<file path="config.mk">
export PLATFORM = sky130hd
export DESIGN_NAME = fifo_rd_sched
export DESIGN_NICKNAME = d
export VERILOG_FILES = /design/src/rtl/fifo_rd_sched.sv
export SDC_FILE = /design/constraint.sdc
export NUM_CORES = 1
export LEC_CHECK = 0
export CORE_ASPECT_RATIO = 0.6
export CORE_MARGIN = 2
export CORE_UTILIZATION = 60
export DETAILED_ROUTE_END_ITERATION = 7
export DONT_BUFFER_PORTS = 1
export PLACE_DENSITY_LB_ADDON = 0.1
export SYNTH_ARGS = -nofsm -noshare
export SYNTH_HDL_FRONTEND = slang
export SYNTH_SLANG_ARGS = --single-unit
</file>
<file path="constraint.sdc">
create_clock -name rclk -period 2.5 [get_ports rclk]
set_clock_uncertainty 0.2 [all_clocks]
set_input_delay 0.5 -clock rclk [delete_from_list [all_inputs] [get_ports rclk]]
set_output_delay 0.5 -clock rclk [all_outputs]
set_load 0.005 [all_outputs]
</file>
<file path="src/rtl/fifo_rd_sched.sv">
// Read-side burst scheduler: round-robin arbitration of NREQ burst requesters
// over the single FIFO read port, with a registered one-deep output stage.
module fifo_rd_sched #(
  parameter int ASIZE = 4,
  parameter int DSIZE = 8,
  parameter int NREQ  = 4,
  parameter int LW    = 4,
  parameter int IW    = $clog2(NREQ)
) (
  input  logic                 rclk,
  input  logic                 rrst,
  input  logic [NREQ-1:0]      req,
  input  logic [NREQ*LW-1:0]   req_len,
  output logic [NREQ-1:0]      gnt,
  input  logic                 rempty,
  input  logic [DSIZE-1:0]     rdata,
  output logic                 rinc,
  output logic                 out_valid,
  output logic [DSIZE-1:0]     out_data,
  output logic [IW-1:0]        out_id,
  output logic                 out_last,
  input  logic                 out_ready,
  output logic                 busy
);

  if (NREQ < 2 || NREQ > 16 || ASIZE < 1) begin : g_bad_param
    $error("fifo_rd_sched: NREQ must be 2..16 and ASIZE >= 1");
  end

  typedef enum logic {IDLE, BURST} state_t;

  state_t          state;
  logic [IW-1:0]   ptr;
  logic [IW-1:0]   win;
  logic [LW-1:0]   cnt;
  logic [IW-1:0]   pick;
  logic            found;
  logic            free;
  logic [LW-1:0]   len_a [NREQ];

  for (genvar i = 0; i < NREQ; i++) begin : g_len
    assign len_a[i] = req_len[i*LW +: LW];
  end

  // Round-robin search: first set req bit at or after ptr, wrapping.
  always_comb begin
    int unsigned idx;
    found = 1'b0;
    pick  = '0;
    idx   = 0;
    for (int unsigned k = 0; k < NREQ; k++) begin
      idx = (32'(ptr) + k) % NREQ;
      if (!found && req[idx[IW-1:0]]) begin
        found = 1'b1;
        pick  = IW'(idx);
      end
    end
  end

  assign free = !out_valid || out_ready;
  assign rinc = (state == BURST) && !rempty && free;
  assign busy = (state == BURST);

  always_ff @(posedge rclk or posedge rrst) begin
    if (rrst) begin
      state     <= IDLE;
      gnt       <= '0;
      ptr       <= '0;
      win       <= '0;
      cnt       <= '0;
      out_valid <= 1'b0;
      out_data  <= '0;
      out_id    <= '0;
      out_last  <= 1'b0;
    end else begin
      case (state)
        IDLE: begin
          if (found) begin
            gnt       <= '0;
            gnt[pick] <= 1'b1;
            win       <= pick;
            cnt       <= len_a[pick];
            state     <= BURST;
          end
        end
        BURST: begin
          if (rinc) begin
            if (cnt == '0) begin
              state <= IDLE;
              gnt   <= '0;
              ptr   <= (win == IW'(NREQ - 1)) ? '0 : win + 1'b1;
            end else begin
              cnt <= cnt - 1'b1;
            end
          end
        end
        default: state <= IDLE;
      endcase

      // A pop overwrites the held beat directly, so a same-cycle accept leaves no bubble.
      if (rinc) begin
        out_valid <= 1'b1;
        out_data  <= rdata;
        out_id    <= win;
        out_last  <= (cnt == '0);
      end else if (out_valid && out_ready) begin
        out_valid <= 1'b0;
      end
    end
  end

endmodule

</file>
==> results of run 1 <==
[cell type report]
type                            instances  share of cell area
Multi-Input combinational cell         96               0.473
Inverter                                7              0.0179
Clock inverter                          1             0.00510
Clock buffer                            3              0.0281
Sequential cell                        25               0.425
Timing Repair Buffer                    3              0.0255
Tap cell                               30              0.0255
[power groups by stage]
| stage | clock network (uW) | logic, uW | registers [uW] |
|---|---|---|---|
| 4_1_cts | 244 | 413 | 663 |
| 6_report | 236 | 412 | 664 |
| 2_1_floorplan | 0 | 362 | 624 |
| 5_1_grt | 262 | 468 | 684 |
| 3_5_place_dp | 0 | 407 | 672 |
| 3_3_place_gp | 0 | 398 | 665 |
[through the flow]
step | instances | hold slack [ns] | cell area [sq um] | setup WS [ns]
finish | 165 | 0.176 | 1470 | 0.224
global route | 165 | 0.165 | 1470 | 0.0582
CTS | 165 | 0.172 | 1470 | 0.227
detailed placement | 160 | 0.264 | 1410 | 0.246
global placement | 160 | 0.258 | 1410 | 0.299
floorplan | 133 | 0.268 | 1390 | 0.486
[worst max-delay path by stage]
stage,from,end,slack [ns],cells past startpoint
2_1_floorplan,req[3],cnt[2],0.49,6
3_3_place_gp,cnt[0],cnt[0],0.30,7
3_5_place_dp,cnt[0],cnt[0],0.25,7
4_1_cts,cnt[0],cnt[0],0.23,7
5_1_grt,cnt[0],cnt[0],0.06,7
6_report,cnt[0],cnt[0],0.22,7
[worst max-delay path, delay by kind of cell (launching register included)]
family                   cells  cell delay [ns]
AO/OA/AOI/OAI                3             0.93
adder cells (fa/ha/maj)      1             0.21
buffers and inverters        1             0.06
flip-flops                   1             0.42
AND/OR/NAND/NOR              2             0.35
[cells by family (layout without fill, tap and decap cells)]
family,after synthesis,in the layout
and+or+nand+nor,39,39
muxes,13,13
buffers and inverters,12,14
adders and majority gates,2,2
DFF,25,25
AOI/OAI and AO/OA,42,42
[sequential cells by signal, summed over array words and instances, names as in the netlist]
register / flops
out_data: 8
cnt: 4
gnt: 4
out_id: 2
ptr: 2
win: 2
busy: 1
out_last: 1
out_valid: 1
[cell usage in the layout, fill, tap and decap left out, types with 2 or more instances in the layout]
master / count
nand3_1: 6
o21bai_1: 2
a211oi_1: 3
nor2b_1: 6
inv_1: 7
nand2_1: 10
dfrtp_1: 25
clkbuf_8: 3
a22o_1: 3
nand2b_1: 3
mux2i_1: 2
nor3_1: 3
ha_1: 2
nor2_1: 4
mux2_2: 11
a21oi_1: 6
a21o_1: 2
o21ai_0: 8
a31oi_1: 2
a211o_1: 2
[per-layer routing]
layer  GRT usage  wire length (um)  up-vias
li1            -                 -      497
met1       0.325              1360      506
met2       0.345              1290       37
met3      0.0687               182        4
met4      0.0459                25        0
met5           0                 0        -
[synth_stat cells, types with 2 or more instances]
cell type and instances:
nor3_1 3, ha_1 2, nor2b_1 6, nand3_1 6
nand2b_1 3, mux2i_1 2, mux2_2 11, a21oi_1 6
a21o_1 2, dfrtp_1 25, nor2_1 4, buf_6 2
nand2_1 10, a31oi_1 2, buf_2 2, a211o_1 2
inv_1 7, o21ai_0 8, a22o_1 3, o21bai_1 2
a211oi_1 3
==> reports/metrics.yaml, run 1 <==
clkSinkCount: 25
setup_violations: 0
slew_violations: 0
grtUsageTotal: 0.227
gr-total-overflow: 0
synthAdderAreaFrac: 0.0180
place_congestion: 0.882
synth_top_family_by_area: "compound AO/OA/AOI/OAI gates"
synthCells: 133
cpPeakStageDelay_ns: 0.64
layout-drive-gt1-share: 0.170
core_area_sq_um: 2180
synthSimpleGateAreaFrac: 0.152
ctsResizeCount: 0
max-cap-violations: 0
cp_max_fo: 7
via_per_inst: 6.33
postSynthAreaPerCell_sq_um: 10.4
ant_nets: 0
cts_hold_buf: 1
power_leakage_uw: 0.000618
utilization: 0.675
cts_setup_buffers: 0
ir_drop_mv: 0.492
worstSetupPathType: "reg -> reg"
synth-compound-area-share: 0.227
multiInputGateArea_sq_um: 696
hold_end: "out_data[2]"
rsz0062_at_grt: "no"
drt_iter0_markers: 69
synth.area.top_cells: "dfrtp_1 45%, mux2_2 8.9%, o21ai_0 2.9%"
cp_cell_sequence: "inv_1, ha_1, nor3b_1, o32ai_1, nand3_1, o21a_1, o2111a_1"
insertion_delay_ns: 0.27
synthToLayoutAreaGrowth_pct: 6.04
die_area_sq_um: 2730
vias: 1044
yosysTopAreaCell: "dfrtp_1"
syn_nets: 167
dpl.hpwl_mm: 2.15
synth_top_cell_area_share: 0.451
rows: 13
r2r-end: "cnt[0]"
clockRootBuffer: "clkbuf_8"
reg2reg_slack_ns: 0.22
synth-edff-count: 0
grt_max_degree: 26
r2r-start: "cnt[0]"
power_switching_share: 0.347
h-tree-depth: 1
worst_pin_slew_ns: 0.743
comb_power_share: 0.314
hold_viol_final: 0
power_frac_seq: 0.506
worstPathRequired_ns: 2.46
die_x_um: 66.1
power_frac_clock: 0.180
total_power_uw: 1310
ys_seq_area_frac: 0.451
drt_wl_total_mm: 2.86
outcome: "complete, no violations"
internal_power_uw: 856
crit_path_top_delay_cell: "o32ai_1"
grt_pass1_wl_mm: 4.40
cts_tree: "built"
max_freq_mhz: 439
antenna_found_initial: 0
ios: 50
clkTransAtPathRegs_ns: 0.09
yosys_warnings: 0
hold_class: "in -> reg"
seq_area_sq_um: 626
ys_async_sr_fraction: 1.00
nFillCells: 170
grt_pass1_vias: 897
fin_crit_ns: 2.28
wl_per_cell_um: 17.3
die_y_um: 41.3
drt_first_pass_iters: 4
hold_path_depth: 1
numCtsBuffers: 3
synth.area.mux_share: 0.104
clockBufferDepth: 2
drc_errors: 0
worst_ep_arrival_time_ns: 2.23
max_slew_margin: 0.503
cp-start-kind: "register"
reg2reg_depth: 7
min-delay-start: "rdata[2]"
synth_cell_types: 43
synthesis.area_sq_um: 1390
ys_seq_elements: 25
ys.flop_type: "dfrtp_1"
crit_path_end_kind: "register"
n_antenna_cell: 0
initial_core_util: 0.637
fin_tns_setup_ns: 0
min_period_over_period: 0.910
p_sw_uw: 456
io_buffer_count: 0
nets: 170
synth_xor_area_frac: 0
powerDensity_nw_per_um2: 891
Note: power is estimated with default switching activity, not from simulation.
==> inputs of run 2 (changes only) <==
--- a/config.mk
+++ b/config.mk
@@ -11,6 +11,7 @@
 export DETAILED_ROUTE_END_ITERATION = 7
 export DONT_BUFFER_PORTS = 1
 export PLACE_DENSITY_LB_ADDON = 0.1
+export SKIP_LAST_GASP = 1
 export SYNTH_ARGS = -nofsm -noshare
 export SYNTH_HDL_FRONTEND = slang
 export SYNTH_SLANG_ARGS = --single-unit
==> constraint.sdc (replaced) <==
create_clock -name rclk -period 2.7 [get_ports rclk]
set_clock_uncertainty 0.2 [all_clocks]
set_input_delay 0.54 -clock rclk [delete_from_list [all_inputs] [get_ports rclk]]
set_output_delay 0.54 -clock rclk [all_outputs]
set_load 0.005 [all_outputs]
==> reports/metrics.yaml, run 2 (synthesized netlist as in run 1, its figures left out) <==
outcome: "complete, no violations"
worstSetupPathType: "reg -> out"
top_usage_layer: "met2"
hold_class: "in -> async"
cts_setup_buffers: 0
multiInputGateArea_sq_um: 696
ctsResizeCount: 0
nFillCells: 170
wl_per_cell_um: 17.5
max_freq_mhz: 427
clockBufferDepth: 2
grt_max_degree: 26
grtUsageTotal: 0.229
cts_tree: "built"
max-cap-violations: 0
max_flop_register: "out_data"
n_antenna_cell: 0
largest_registers: "out_data x8, cnt x4, gnt x4"
synthToLayoutAreaGrowth_pct: 3.70
seq_area_sq_um: 626
clkSinkCount: 25
final_cell_mix: "25 x dfrtp_1, 11 x mux2_2, 10 x nand2_1, 8 x o21ai_0, 7 x inv_1"
met3_usage: 0.0797
antenna_found_initial: 0
via_per_inst: 6.36
die_y_um: 41.3
numCtsBuffers: 3
max_slew_margin: 0.379
final_common_cell: "dfrtp_1"
insertion_delay_ns: 0.28
min_period_over_period: 0.867
ios: 50
worstPathRequired_ns: 1.96
cp-start-kind: "register"
crit_path_end_kind: "output port"
place_inst: 159
cp_max_fo: 10
rows: 13
initial_core_util: 0.637
ir_drop_mv: 0.406
gr-total-overflow: 0
layout-drive-gt1-share: 0.165
grt_pass1_vias: 930
met1_usage: 0.304
worst_pin_slew_ns: 0.930
pre_cts_slack_ns: 0.495
power_leakage_uw: 0.000609
nets: 168
placed_cell_area_sq_um: 1390
final_area_sq_um: 1440
ant_nets: 0
dpl.hpwl_mm: 2.20
clkTransAtPathRegs_ns: 0.09
fin_crit_ns: 2.34
grt_pass1_wl_mm: 4.40
die_area_sq_um: 2730
crit_path_top_delay_cell: "dfrtp_1"
core_area_sq_um: 2180
drc_errors: 0
io_buffer_count: 0
cp_cell_sequence: "nand2b_1, nor2_1, buf_4"
drt_wl_total_mm: 2.85
rsz0062_at_grt: "no"
setup_violations: 0
clockRootBuffer: "clkbuf_8"
h-tree-depth: 1
cpPeakStageDelay_ns: 0.56
drt_first_pass_iters: 5
worst_ep_arrival_time_ns: 1.60
hold_viol_final: 0
cts_hold_buf: 0
largest_register_ffs: 8
die_x_um: 66.1
met2_usage: 0.368
place_congestion: 0.856
layoutNonFillerInstCount: 163
drt_iter0_markers: 62
slew_violations: 0
powerDensity_nw_per_um2: 842
vias: 1036
fin_tns_setup_ns: 0
worst_slack_ns: 0.359
-- run 2: changes by cell type in the layout (fill, tap and decap cells not counted), sizes merged --
cell	delta
clkinvlp	-1
dlygate4sd3	-1
buf	-1
clkinv	+1
-- run 2: power breakdown --
part           switching, uW  internal [uW]
combinational            181            192
sequential               125            491
clock                    121            103
total                    426            786
-- run 2: cell type report --
cell class | count | area share
timing repair buffer | 1 | 0.00522
tap | 30 | 0.0261
clock inverter | 1 | 0.00348
sequential | 25 | 0.435
multi-input combinational | 96 | 0.483
clock buffer | 3 | 0.0287
inverter | 7 | 0.0183
-- run 2: worst paths after layout --
kind                       cells after the start  slack (ns)          end     start
max                                            3        0.36         rinc      busy
min                                            1        0.15       win[0]      rrst
max reg2reg                                    7        0.46       cnt[0]    cnt[0]
min reg2reg                                    2        0.32       gnt[0]    gnt[0]
max in group asynchronous                      1        1.57    out_id[0]      rrst
min in group rclk                              1        0.21  out_data[2]  rdata[2]
-- run 2: worst max-delay path, delay by kind of cell, from the launching register on --
family,cells,cell delay [ns]
flops,1,0.56
simple gates,2,0.50
buf+inv,1,0.26
-- run 2: per-stage QoR --
| stage | utilization | total power, uW | hold WS [ns] |
|---|---|---|---|
| global route | 0.660 | 1310 | 0.199 |
| CTS | 0.660 | 1210 | 0.188 |
| global placement | 0.639 | 986 | 0.300 |
| finish | 0.660 | 1210 | 0.153 |
| floorplan | - | 913 | 0.268 |
| detailed placement | 0.639 | 992 | 0.308 |
-- run 2: layer usage --
| metal | vias to the layer above | part of all wire | wire length [um] |
|---|---|---|---|
| li1 | 493 | - | - |
| met2 | 45 | 0.46 | 1320 |
| met5 | - | 0 | 0 |
| met3 | 2 | 0.086 | 244 |
| met4 | 0 | 0.0053 | 15 |
| met1 | 496 | 0.45 | 1270 |
==> inputs of run 3 (changes only) <==
--- a/config.mk
+++ b/config.mk
@@ -7,9 +7,8 @@
 export LEC_CHECK = 0
 export CORE_ASPECT_RATIO = 0.6
 export CORE_MARGIN = 2
-export CORE_UTILIZATION = 60
+export CORE_UTILIZATION = 48
 export DETAILED_ROUTE_END_ITERATION = 7
-export DONT_BUFFER_PORTS = 1
 export PLACE_DENSITY_LB_ADDON = 0.1
 export SKIP_LAST_GASP = 1
 export SYNTH_ARGS = -nofsm -noshare
==> reports/metrics.yaml, run 3 (synthesized netlist as in run 1, its figures left out) <==
outcome: "complete, no violations"
fin_tns_setup_ns: 0
ir_drop_mv: 0.526
place_inst: 219
antenna_found_initial: 0
core_area_sq_um: 2820
seq_area_sq_um: 626
wl_per_cell_um: 16.5
ios: 50
powerDensity_nw_per_um2: 726
drc_errors: 0
max-cap-violations: 0
layout-drive-gt1-share: 0.159
ant_nets: 0
cts_tree: "built"
gr-total-overflow: 0
insertion_delay_ns: 0.27
grt_pass1_wl_mm: 5.78
n_antenna_cell: 0
clockRootBuffer: "clkbuf_8"
drt_iter0_markers: 59
vias: 1262
cp_max_fo: 8
final_cell_mix: "49 x clkdlybuf4s50_1, 25 x dfrtp_1, 11 x mux2_2, 10 x nand2_1"
worst_ep_arrival_time_ns: 2.58
grt_pass1_vias: 1174
nets: 224
layoutNonFillerInstCount: 223
worstSetupPathType: "in -> reg"
hold_class: "reg -> reg"
max_freq_mhz: 388
worstPathRequired_ns: 2.71
cp-start-kind: "input port"
rows: 15
worst_pin_slew_ns: 0.785
clkSinkCount: 25
rsz0062_at_grt: "no"
drt_first_pass_iters: 4
cts_hold_buf: 0
hold_viol_final: 0
die_area_sq_um: 3350
multiInputGateArea_sq_um: 701
drt_wl_total_mm: 3.67
max_flop_register: "out_data"
largest_register_ffs: 8
fin_crit_ns: 2.57
initial_core_util: 0.493
die_x_um: 73.4
io_buffer_count: 49
numCtsBuffers: 3
dpl.hpwl_mm: 2.86
h-tree-depth: 1
crit_path_end_kind: "register"
setup_violations: 0
clockBufferDepth: 2
via_per_inst: 5.66
max_slew_margin: 0.475
clkTransAtPathRegs_ns: 0.09
nFillCells: 203
final_common_cell: "clkdlybuf4s50_1"
place_congestion: 0.890
largest_registers: "out_data x8, cnt x4, gnt x4"
synthToLayoutAreaGrowth_pct: 43.7
power_leakage_uw: 0.000829
slew_violations: 0
grtUsageTotal: 0.234
grt_max_degree: 26
die_y_um: 45.6
min_period_over_period: 0.953
[run 3: changes by cell type in the layout (fill, tap and decap cells not counted)]
cell / delta
clkdlybuf4s50_1: +49
nor3_2: +1
clkinv_2: -1
nor3_1: -1
clkinvlp_4: +1
buf_4: +7
[run 3: what timing repair did]
action / CTS / global route
endpoints found under the setup margin: 0 / 1
gates resized for setup: 0 / 1
setup buffers: 0 / 0
[run 3: where the power goes]
group          internal (uW)  switching (uW)  total, uW
Combinational            367             253        620
Clock                    105             122        226
Sequential               490             112        603
[run 3: critical path: stages]
cell and delay [ns]:
clkdlybuf4s50_1 0.57, nor4_2 0.51, or2_1 0.35, a21oi_1 0.11, a31oi_1 0.26, o2111a_1 0.23
[run 3: worst paths after layout]
kind                           from     endpoint  slack (ns)  cells after the start
max                          req[0]       cnt[0]        0.13                      6
min reg2reg                out_last     out_last        0.29                      2
max reg2reg                  cnt[0]       cnt[0]        0.37                      7
min                        out_last     out_last        0.29                      2
max in group asynchronous      rrst    out_valid        1.65                      3
min in group asynchronous      rrst  out_data[3]        0.41                      3
[run 3: area by class of cell]
| cell class | instances | share of cell area |
|---|---|---|
| inverters | 7 | 0.0132 |
| multi-input cells | 96 | 0.351 |
| repair buffers | 57 | 0.276 |
| clock buffers | 3 | 0.0207 |
| clock inverters | 1 | 0.00376 |
| flip-flops and latches | 25 | 0.314 |
| well taps | 34 | 0.0213 |
[run 3: through the flow]
| stage | power (uW) | hold WS, ns | cell area [sq um] | utilization | setup WS [ns] |
|---|---|---|---|---|---|
| 3_3_place_gp | 1190 | 0.268 | 1940 | 0.689 | 0.0330 |
| 3_5_place_dp | 1220 | 0.273 | 1940 | 0.689 | -0.159 |
| 6_report | 1450 | 0.291 | 1990 | 0.708 | 0.126 |
| 5_1_grt | 1540 | 0.321 | 1990 | 0.708 | 0.0195 |
| 4_1_cts | 1440 | 0.300 | 1990 | 0.707 | 0.131 |
| 2_1_floorplan | 913 | 0.268 | 1390 | - | 0.646 |
[run 3: per-layer routing]
metal / vias to the layer above / GRT usage / part of all wire
met5: - / 0 / 0
met4: 0 / 0.0327 / 0.0016
met3: 2 / 0.0619 / 0.051
met2: 30 / 0.344 / 0.46
met1: 627 / 0.356 / 0.49
li1: 603 / - / -
